==> src/rtl/wb_timer_sched.sv <==
// Round-robin delay scheduler: four clients share channel 0 of a Wishbone timer.
// Each granted request programs the timer, waits for its irq, then pulses done.
module wb_timer_sched #(
  parameter logic [31:0] TIMER_BASE = 32'h0000_0000
) (
  input  logic         clk,
  input  logic         reset_n,
  input  logic [3:0]   req_i,
  input  logic [127:0] delay_i,
  output logic [3:0]   done_o,
  output logic [1:0]   grant_o,
  output logic         busy_o,
  input  logic         timer_irq_i,
  output logic         wbm_cyc_o,
  output logic         wbm_stb_o,
  output logic         wbm_we_o,
  output logic [31:0]  wbm_adr_o,
  output logic [3:0]   wbm_sel_o,
  output logic [31:0]  wbm_dat_o,
  input  logic         wbm_ack_i
);

  localparam int unsigned NC = 4;
  localparam int unsigned DW = 32;
  localparam logic [DW-1:0] OFS_TCR   = 32'h0000_0000;
  localparam logic [DW-1:0] OFS_CMP   = 32'h0000_0004;
  localparam logic [DW-1:0] OFS_CNT   = 32'h0000_0008;
  localparam logic [DW-1:0] TCR_START = 32'h0000_000A;

  typedef enum logic [3:0] {
    IDLE, ARB, WR_STOP, WR_CMP, WR_CNT, WR_START, WAIT_IRQ, WR_CLR, DONE
  } state_t;

  state_t          state_q, state_d, wr_next;
  logic [1:0]      grant_q, grant_d, last_q, last_d, pick, idx;
  logic [DW-1:0]   delay_q, delay_d, delay_sel, wr_adr, wr_dat;
  logic [DW-1:0]   adr_q, adr_d, dat_q, dat_d;
  logic            cancel_q, cancel_d, stb_q, stb_d, busy_q;
  logic [NC-1:0]   done_q, done_d;

  assign delay_sel = delay_i[DW*grant_q +: DW];

  // Register, address and data of the access each write state performs.
  always_comb begin
    wr_adr  = '0;
    wr_dat  = '0;
    wr_next = IDLE;
    case (state_q)
      WR_STOP:  begin wr_adr = TIMER_BASE + OFS_TCR; wr_dat = '0;        wr_next = WR_CMP;   end
      WR_CMP:   begin wr_adr = TIMER_BASE + OFS_CMP; wr_dat = delay_q;   wr_next = WR_CNT;   end
      WR_CNT:   begin wr_adr = TIMER_BASE + OFS_CNT; wr_dat = '0;        wr_next = WR_START; end
      WR_START: begin wr_adr = TIMER_BASE + OFS_TCR; wr_dat = TCR_START; wr_next = WAIT_IRQ; end
      WR_CLR:   begin wr_adr = TIMER_BASE + OFS_TCR; wr_dat = '0;        wr_next = DONE;     end
      default:  ;
    endcase
  end

  // Next state and next registered outputs.
  always_comb begin
    state_d  = state_q;
    grant_d  = grant_q;
    last_d   = last_q;
    delay_d  = delay_q;
    cancel_d = cancel_q;
    stb_d    = 1'b0;
    adr_d    = '0;
    dat_d    = '0;
    done_d   = '0;

    // Lowest offset from last_served+1 wins; iterating downward lets it overwrite.
    pick = last_q;
    idx  = '0;
    for (int i = NC; i >= 1; i--) begin
      idx = last_q + 2'(i);
      if (req_i[idx]) pick = idx;
    end

    case (state_q)
      IDLE: begin
        if (|req_i) begin
          state_d  = ARB;
          grant_d  = pick;
          cancel_d = 1'b0;
        end
      end
      ARB: begin
        delay_d = delay_sel;
        if (delay_sel == '0) begin
          state_d         = DONE;
          done_d[grant_q] = 1'b1;
        end else begin
          state_d = WR_STOP;
        end
      end
      WR_STOP, WR_CMP, WR_CNT, WR_START, WR_CLR: begin
        // First cycle of each write state is the mandatory bus idle cycle.
        if (!stb_q) begin
          stb_d = 1'b1;
        end else if (wbm_ack_i) begin
          state_d = wr_next;
          if (state_q == WR_CLR && !cancel_q) done_d[grant_q] = 1'b1;
        end else begin
          stb_d = 1'b1;
        end
      end
      WAIT_IRQ: begin
        if (!req_i[grant_q]) begin
          cancel_d = 1'b1;
          state_d  = WR_CLR;
        end else if (timer_irq_i) begin
          state_d = WR_CLR;
        end
      end
      DONE: begin
        last_d  = grant_q;
        state_d = IDLE;
      end
      default: state_d = IDLE;
    endcase

    if (stb_d) begin
      adr_d = wr_adr;
      dat_d = wr_dat;
    end
  end

  always_ff @(posedge clk) begin
    if (!reset_n) begin
      state_q  <= IDLE;
      grant_q  <= '0;
      last_q   <= 2'd3;
      delay_q  <= '0;
      cancel_q <= 1'b0;
      stb_q    <= 1'b0;
      adr_q    <= '0;
      dat_q    <= '0;
      done_q   <= '0;
      busy_q   <= 1'b0;
    end else begin
      state_q  <= state_d;
      grant_q  <= grant_d;
      last_q   <= last_d;
      delay_q  <= delay_d;
      cancel_q <= cancel_d;
      stb_q    <= stb_d;
      adr_q    <= adr_d;
      dat_q    <= dat_d;
      done_q   <= done_d;
      busy_q   <= (state_d != IDLE);
    end
  end

  assign wbm_cyc_o = stb_q;
  assign wbm_stb_o = stb_q;
  assign wbm_we_o  = stb_q;
  assign wbm_sel_o = {4{stb_q}};
  assign wbm_adr_o = adr_q;
  assign wbm_dat_o = dat_q;
  assign done_o    = done_q;
  assign grant_o   = grant_q;
  assign busy_o    = busy_q;

endmodule

==> config.mk <==
export PLATFORM = sky130hd
export DESIGN_NAME = wb_timer_sched
export DESIGN_NICKNAME = d
export VERILOG_FILES = /design/src/rtl/wb_timer_sched.sv
export SDC_FILE = /design/constraint.sdc
export NUM_CORES = 1
export LEC_CHECK = 0
export BUFFER_PORTS_ARGS = -buffer_cell sky130_fd_sc_hd__buf_2
export CAP_MARGIN = 40
export CORE_ASPECT_RATIO = 1.1
export CORE_MARGIN = 8
export CORE_UTILIZATION = 45
export DETAILED_ROUTE_END_ITERATION = 10
export HOLD_SLACK_MARGIN = 0.1
export PLACE_DENSITY = 0.84
export SLEW_MARGIN = 10
export SYNTH_ARGS = -nofsm -noshare
export SYNTH_HDL_FRONTEND = slang
export SYNTH_SLANG_ARGS = --single-unit
==> constraint.sdc <==
create_clock -name clk -period 3.1 [get_ports clk]
set_clock_uncertainty 0.2 [all_clocks]
set_input_delay 0.93 -clock clk [delete_from_list [all_inputs] [get_ports clk]]
set_output_delay 0.93 -clock clk [all_outputs]
set_load 0.005 [all_outputs]
==> results of run 1 <==
==> path summary, 6_finish.rpt <==
kind               start             to  slack (ns)
min          delay_q[16]  wbm_dat_o[16]        0.25
min reg2reg  delay_q[16]  wbm_dat_o[16]        0.25
max reg2reg   grant_o[0]      done_o[0]        0.20
max           grant_o[0]      done_o[0]        0.20
==> where the power goes <==
| part | leakage [nW] | internal (W) | total [W] | switching (W) |
|---|---|---|---|---|
| Combinational | 1.57 | 0.000275 | 0.000538 | 0.000263 |
| Clock | 0.121 | 0.000540 | 0.000917 | 0.000377 |
| Sequential | 0.658 | 0.00110 | 0.00115 | 0.0000495 |
| Total | 2.35 | 0.00192 | 0.00261 | 0.000690 |
==> area by class of cell <==
type / count / area [um2]
Fill cell: 797 / 3620
Timing Repair Buffer: 195 / 1020
Tap cell: 114 / 143
Clock buffer: 10 / 128
Clock inverter: 6 / 113
Inverter: 4 / 15.0
Multi-Input combinational cell: 269 / 2130
Sequential cell: 81 / 1620
==> cells in the mapped netlist (all sizes together), types with 5 or more instances <==
| master | count | area [um2] |
|---|---|---|
| and2 | 30 | 188 |
| a21oi | 7 | 35.0 |
| nand2 | 76 | 285 |
| o21ai | 5 | 25.0 |
| mux4 | 33 | 800 |
| clkbuf | 20 | 75.1 |
| a21boi | 33 | 248 |
| buf | 41 | 303 |
| nor2 | 6 | 22.5 |
| dfxtp | 81 | 1620 |
| nor4 | 9 | 81.3 |
==> layout by cell type, fill, tap and decap left out, drive strengths merged, types with 2 or more instances in the layout <==
master,instances
inv,6
nand4,3
nor4,9
nand2,76
dfxtp,81
nand3,4
and2,30
nor2b,4
a21oi,7
mux4,33
conb,30
o21ai,5
nor3b,2
nor2,6
a21boi,33
and4,2
nor3,3
and4b,2
nor4b,2
bufinv,3
buf,195
nand2b,2
clkbuf,10
==> metal layers <==
layer  global-route usage [%]  part of all wire (%)
met1                     20.2                    40
met2                     32.6                    52
met3                     4.37                   5.5
met4                     9.11                   2.7
met5                        0                     0
==> through the flow <==
stage	worst slack, ns	cell area [um2]
floorplan	0.441	4140
global placement	-0.120	4930
detailed placement	-0.135	4930
CTS	0.164	5170
global route	0.00663	5170
finish	0.198	5170
==> worst max-delay path: cells and delay by family, from the launching register on <==
family	cells	cell delay (ns)
DFF	1	0.45
AOI/OAI and AO/OA	1	0.28
buffers and inverters	1	0.37
muxes	1	0.66
and+or+nand+nor	3	0.86
==> registers in the layout, indices dropped and copies added, names as in the netlist <==
signal     cells
busy_o         1
delay_q       32
grant_o        2
last_q         2
wbm_adr_o      2
state_q        4
wbm_dat_o     32
done_o         4
cancel_q       1
wbm_cyc_o      1
==> kinds of logic (layout without fill, tap and decap cells) <==
logic type	Yosys count	count (layout)	synth area share (%)
compound gates	55	55	9.94
xor+xnor	1	1	0.218
buf+inv	65	215	9.76
flops	81	81	40.3
mux	34	34	20.1
other cells	1	30	0.0931
simple gates	149	149	19.6
==> results.yml, run 1 <==
sta:
  tns_ns: 0
  rsz0062_at_grt: "false"
  worst_pin_slew_ns: 0.529
  clock.fmax_ghz: 0.345
  period_minus_slack_ns: 2.90
  hold_ws_ns: 0.252
  hold_viol: 0
  post-route-period-util_pct: 93.6
  maxSlewHeadroom_pct: 64.7
  maxSlewViolCount: 0
  setup_viol: 0
worst_setup_path:
  path_max_fanout: 18
  arrival_ns: 2.96
  reg2reg_depth: 6
  endpoint_kind: "register"
  start_kind: "register"
  path_cells: "buf_4 -> mux4_1 -> nor4_2 -> nand4_2 -> o31ai_4 -> nor4b_4"
  crit_path_top_delay_cell: "mux4_1"
  crit_type: "register to register"
  required_ns: 3.16
  cp_slowest_stage_delay_ns: 0.66
floorplan:
  core_um2: 8780
  fp.dieH_um: 115
  die_area_um2: 12200
  initial_utilization_pct: 45.8
  fp-row-count: 36
  ios: 214
  die_w_um: 106
detailed_routing:
  ant_nets: 0
  vias_per_cell: 5.11
  vias: 3470
  wire_per_inst_um: 17.1
  drt_iter0_drc: 132
  wl_mm: 11.6
  dr.pass1.iters: 7
  drc: 0
power_and_ir_drop:
  peakVddDrop_mv: 0.250
  power.density_nw_per_um2: 504
  leakage_nw: 2.35
  finalPower_w: 0.00261
finish:
  drive_above_1_share_pct: 42.3
  final_nets: 696
  diodes: 0
  area_growth_pct: 28.3
  finish.utilization_pct: 58.8
  stdcell_count: 679
clocking:
  postCtsSetupRepairBufs: 0
  cts_tree: "yes"
  clk_latency_ns: 0.34
  htree_levels: 3
  path_clk_slew_ns: 0.08
  root_buffer: "clkbuf_8"
  ctsResizeCount: 0
  clock_sinks: 81
  clock_path_buffers: 2
  numCtsBuffers: 9
  cts_hold_buf: 0
placed_design:
  place.gp.congestion: 0.850
  dpl.hpwl_mm: 9.19
  port_buffers: 183
  dp.cells: 663
synthesis:
  synthCells: 386
  synth_warnings: 0
  ys_async_sr_fraction_pct: 0
  ys_seq_elements: 81
  synthFlopType: "dfxtp_1"
  ys_types: 45
  ys_seq_area_share_pct: 40.3
  synth.cell_area_um2: 4030
  syn-mean-instance-area_um2: 10.4
  synth_edf_count: 0
global_routing:
  grt.overflow.total: 0
  antenna_found_initial: 0
  grt_pass1_vias: 3632
  grtUsageTotal_pct: 18.4
  grt_max_degree: 39
  grt_pass1_wl_mm: 17.9
min_path:
  holdCritPathClass: "register to register"
  holdPathStages: 1
run:
  cap_viol_max_count: 0
status:
  outcome: "complete, no violations"
Note: power is estimated with default switching activity, not from simulation.
==> run 2, diff against run 1 <==
Settings changed: BUFFER_PORTS_ARGS -buffer_cell sky130_fd_sc_hd__buf_2 to default, CORE_UTILIZATION 45 to 55, CTS_BUF_LIST from default to sky130_fd_sc_hd__clkbuf_4, DONT_BUFFER_PORTS from default to 1, PLACE_DENSITY 0.84 to 0.74.
==> results.yml, run 2 (synthesis results as in run 1) <==
worst_setup_path:
  start_kind: "register"
  crit_type: "register to register"
  path_max_fanout: 18
  path_cells: "buf_4 -> mux4_1 -> nor4_1 -> nand4_1 -> o31ai_4 -> nor4b_4"
  required_ns: 3.21
  endpoint_kind: "register"
  arrival_ns: 2.97
  crit_path_top_delay_cell: "dfxtp_2"
  cp_top_family: "simple AND/OR/NAND/NOR gates"
  cp_num_buf_inv: 1
  cp_slowest_stage_delay_ns: 0.58
sta:
  maxSlewViolCount: 0
  tns_ns: 0
  clock.fmax_ghz: 0.350
  setup_viol: 0
  rsz0062_at_grt: "false"
  period_minus_slack_ns: 2.85
  hold_ws_ns: 0.254
  hold_viol: 0
  post-route-period-util_pct: 92.0
detailed_routing:
  vias_per_cell: 5.86
  drc: 0
  dr.pass1.iters: 4
  wl_mm: 10.1
  vias: 2706
  ant_nets: 0
  drt_iter0_drc: 150
  wire_per_inst_um: 21.9
placed_design:
  dpl.hpwl_mm: 7.84
  port_buffers: 0
  place.gp.congestion: 0.789
  dp.cells: 447
finish:
  final_nets: 509
  area_growth_pct: 2.21
  mostFrequentLayoutCell: "dfxtp_1"
  diodes: 0
  stdcell_count: 462
  drive_above_1_share_pct: 13.8
  final_cell_mix: "dfxtp_1 (79), nand2_1 (76), a21boi_0 (33), and2_1 (30), conb_1 (30)"
run:
  cap_viol_max_count: 0
clocking:
  clock_sinks: 81
  path_clk_slew_ns: 0.13
  clk_latency_ns: 0.40
  numCtsBuffers: 9
  htree_levels: 3
  root_buffer: "clkbuf_4"
  clock_path_buffers: 2
  postCtsSetupRepairBufs: 0
  cts_hold_buf: 0
  cts_tree: "yes"
  ctsResizeCount: 0
power_and_ir_drop:
  finalPower_w: 0.00234
  peakVddDrop_mv: 0.443
  power.density_nw_per_um2: 568
  leakage_nw: 1.50
status:
  outcome: "complete, no violations"
floorplan:
  fp-row-count: 32
  initial_utilization_pct: 57.1
  die_area_um2: 10300
  core_um2: 7050
  fp.dieH_um: 106
  die_w_um: 97.6
  ios: 214
global_routing:
  grt.overflow.total: 0
  grtUsageTotal_pct: 18.8
  antenna_found_initial: 0
  grt_pass1_wl_mm: 15.5
  grt_max_degree: 40
  grt_pass1_vias: 2829
min_path:
  holdCritPathClass: "register to register"
run 2: cell type report:
class | instances | area (um2)
clock buffer | 9 | 67.6
clock inverter | 6 | 115
fill | 608 | 2930
inverter | 4 | 15.0
multi-input combinational | 269 | 2130
sequential | 81 | 1620
tap | 85 | 106
timing repair buffer | 8 | 60.1
run 2: metal layers:
| layer | global-route usage [%] | share of wire (%) |
|---|---|---|
| met4 | 5.63 | 1.1 |
| met2 | 32.3 | 53 |
| met1 | 20.7 | 38 |
| met3 | 7.51 | 8.3 |
| met5 | 0 | 0 |
run 2: worst paths after layout:
kind                    start            end  slack (ns)  cells after the start
setup / recovery   grant_o[1]      done_o[0]        0.25                      6
hold / removal    delay_q[21]  wbm_dat_o[21]        0.25                      1
setup reg to reg   grant_o[1]      done_o[0]        0.25                      6
hold reg to reg   delay_q[21]  wbm_dat_o[21]        0.25                      1
run 2: per-stage QoR:
step	util (%)	area, um2	worst slack, ns
after CTS	58.4	4120	0.182
after global placement	55.8	3930	0.0130
final	58.4	4120	0.247
after floorplan	-	4140	0.441
after detailed placement	55.8	3930	0.0250
after global routing	58.4	4120	0.0451
run 2: power breakdown:
group,switching (W),internal [W],total (W)
logic,0.000223,0.000198,0.000422
clock network,0.000356,0.000410,0.000766
registers,0.0000460,0.00110,0.00115
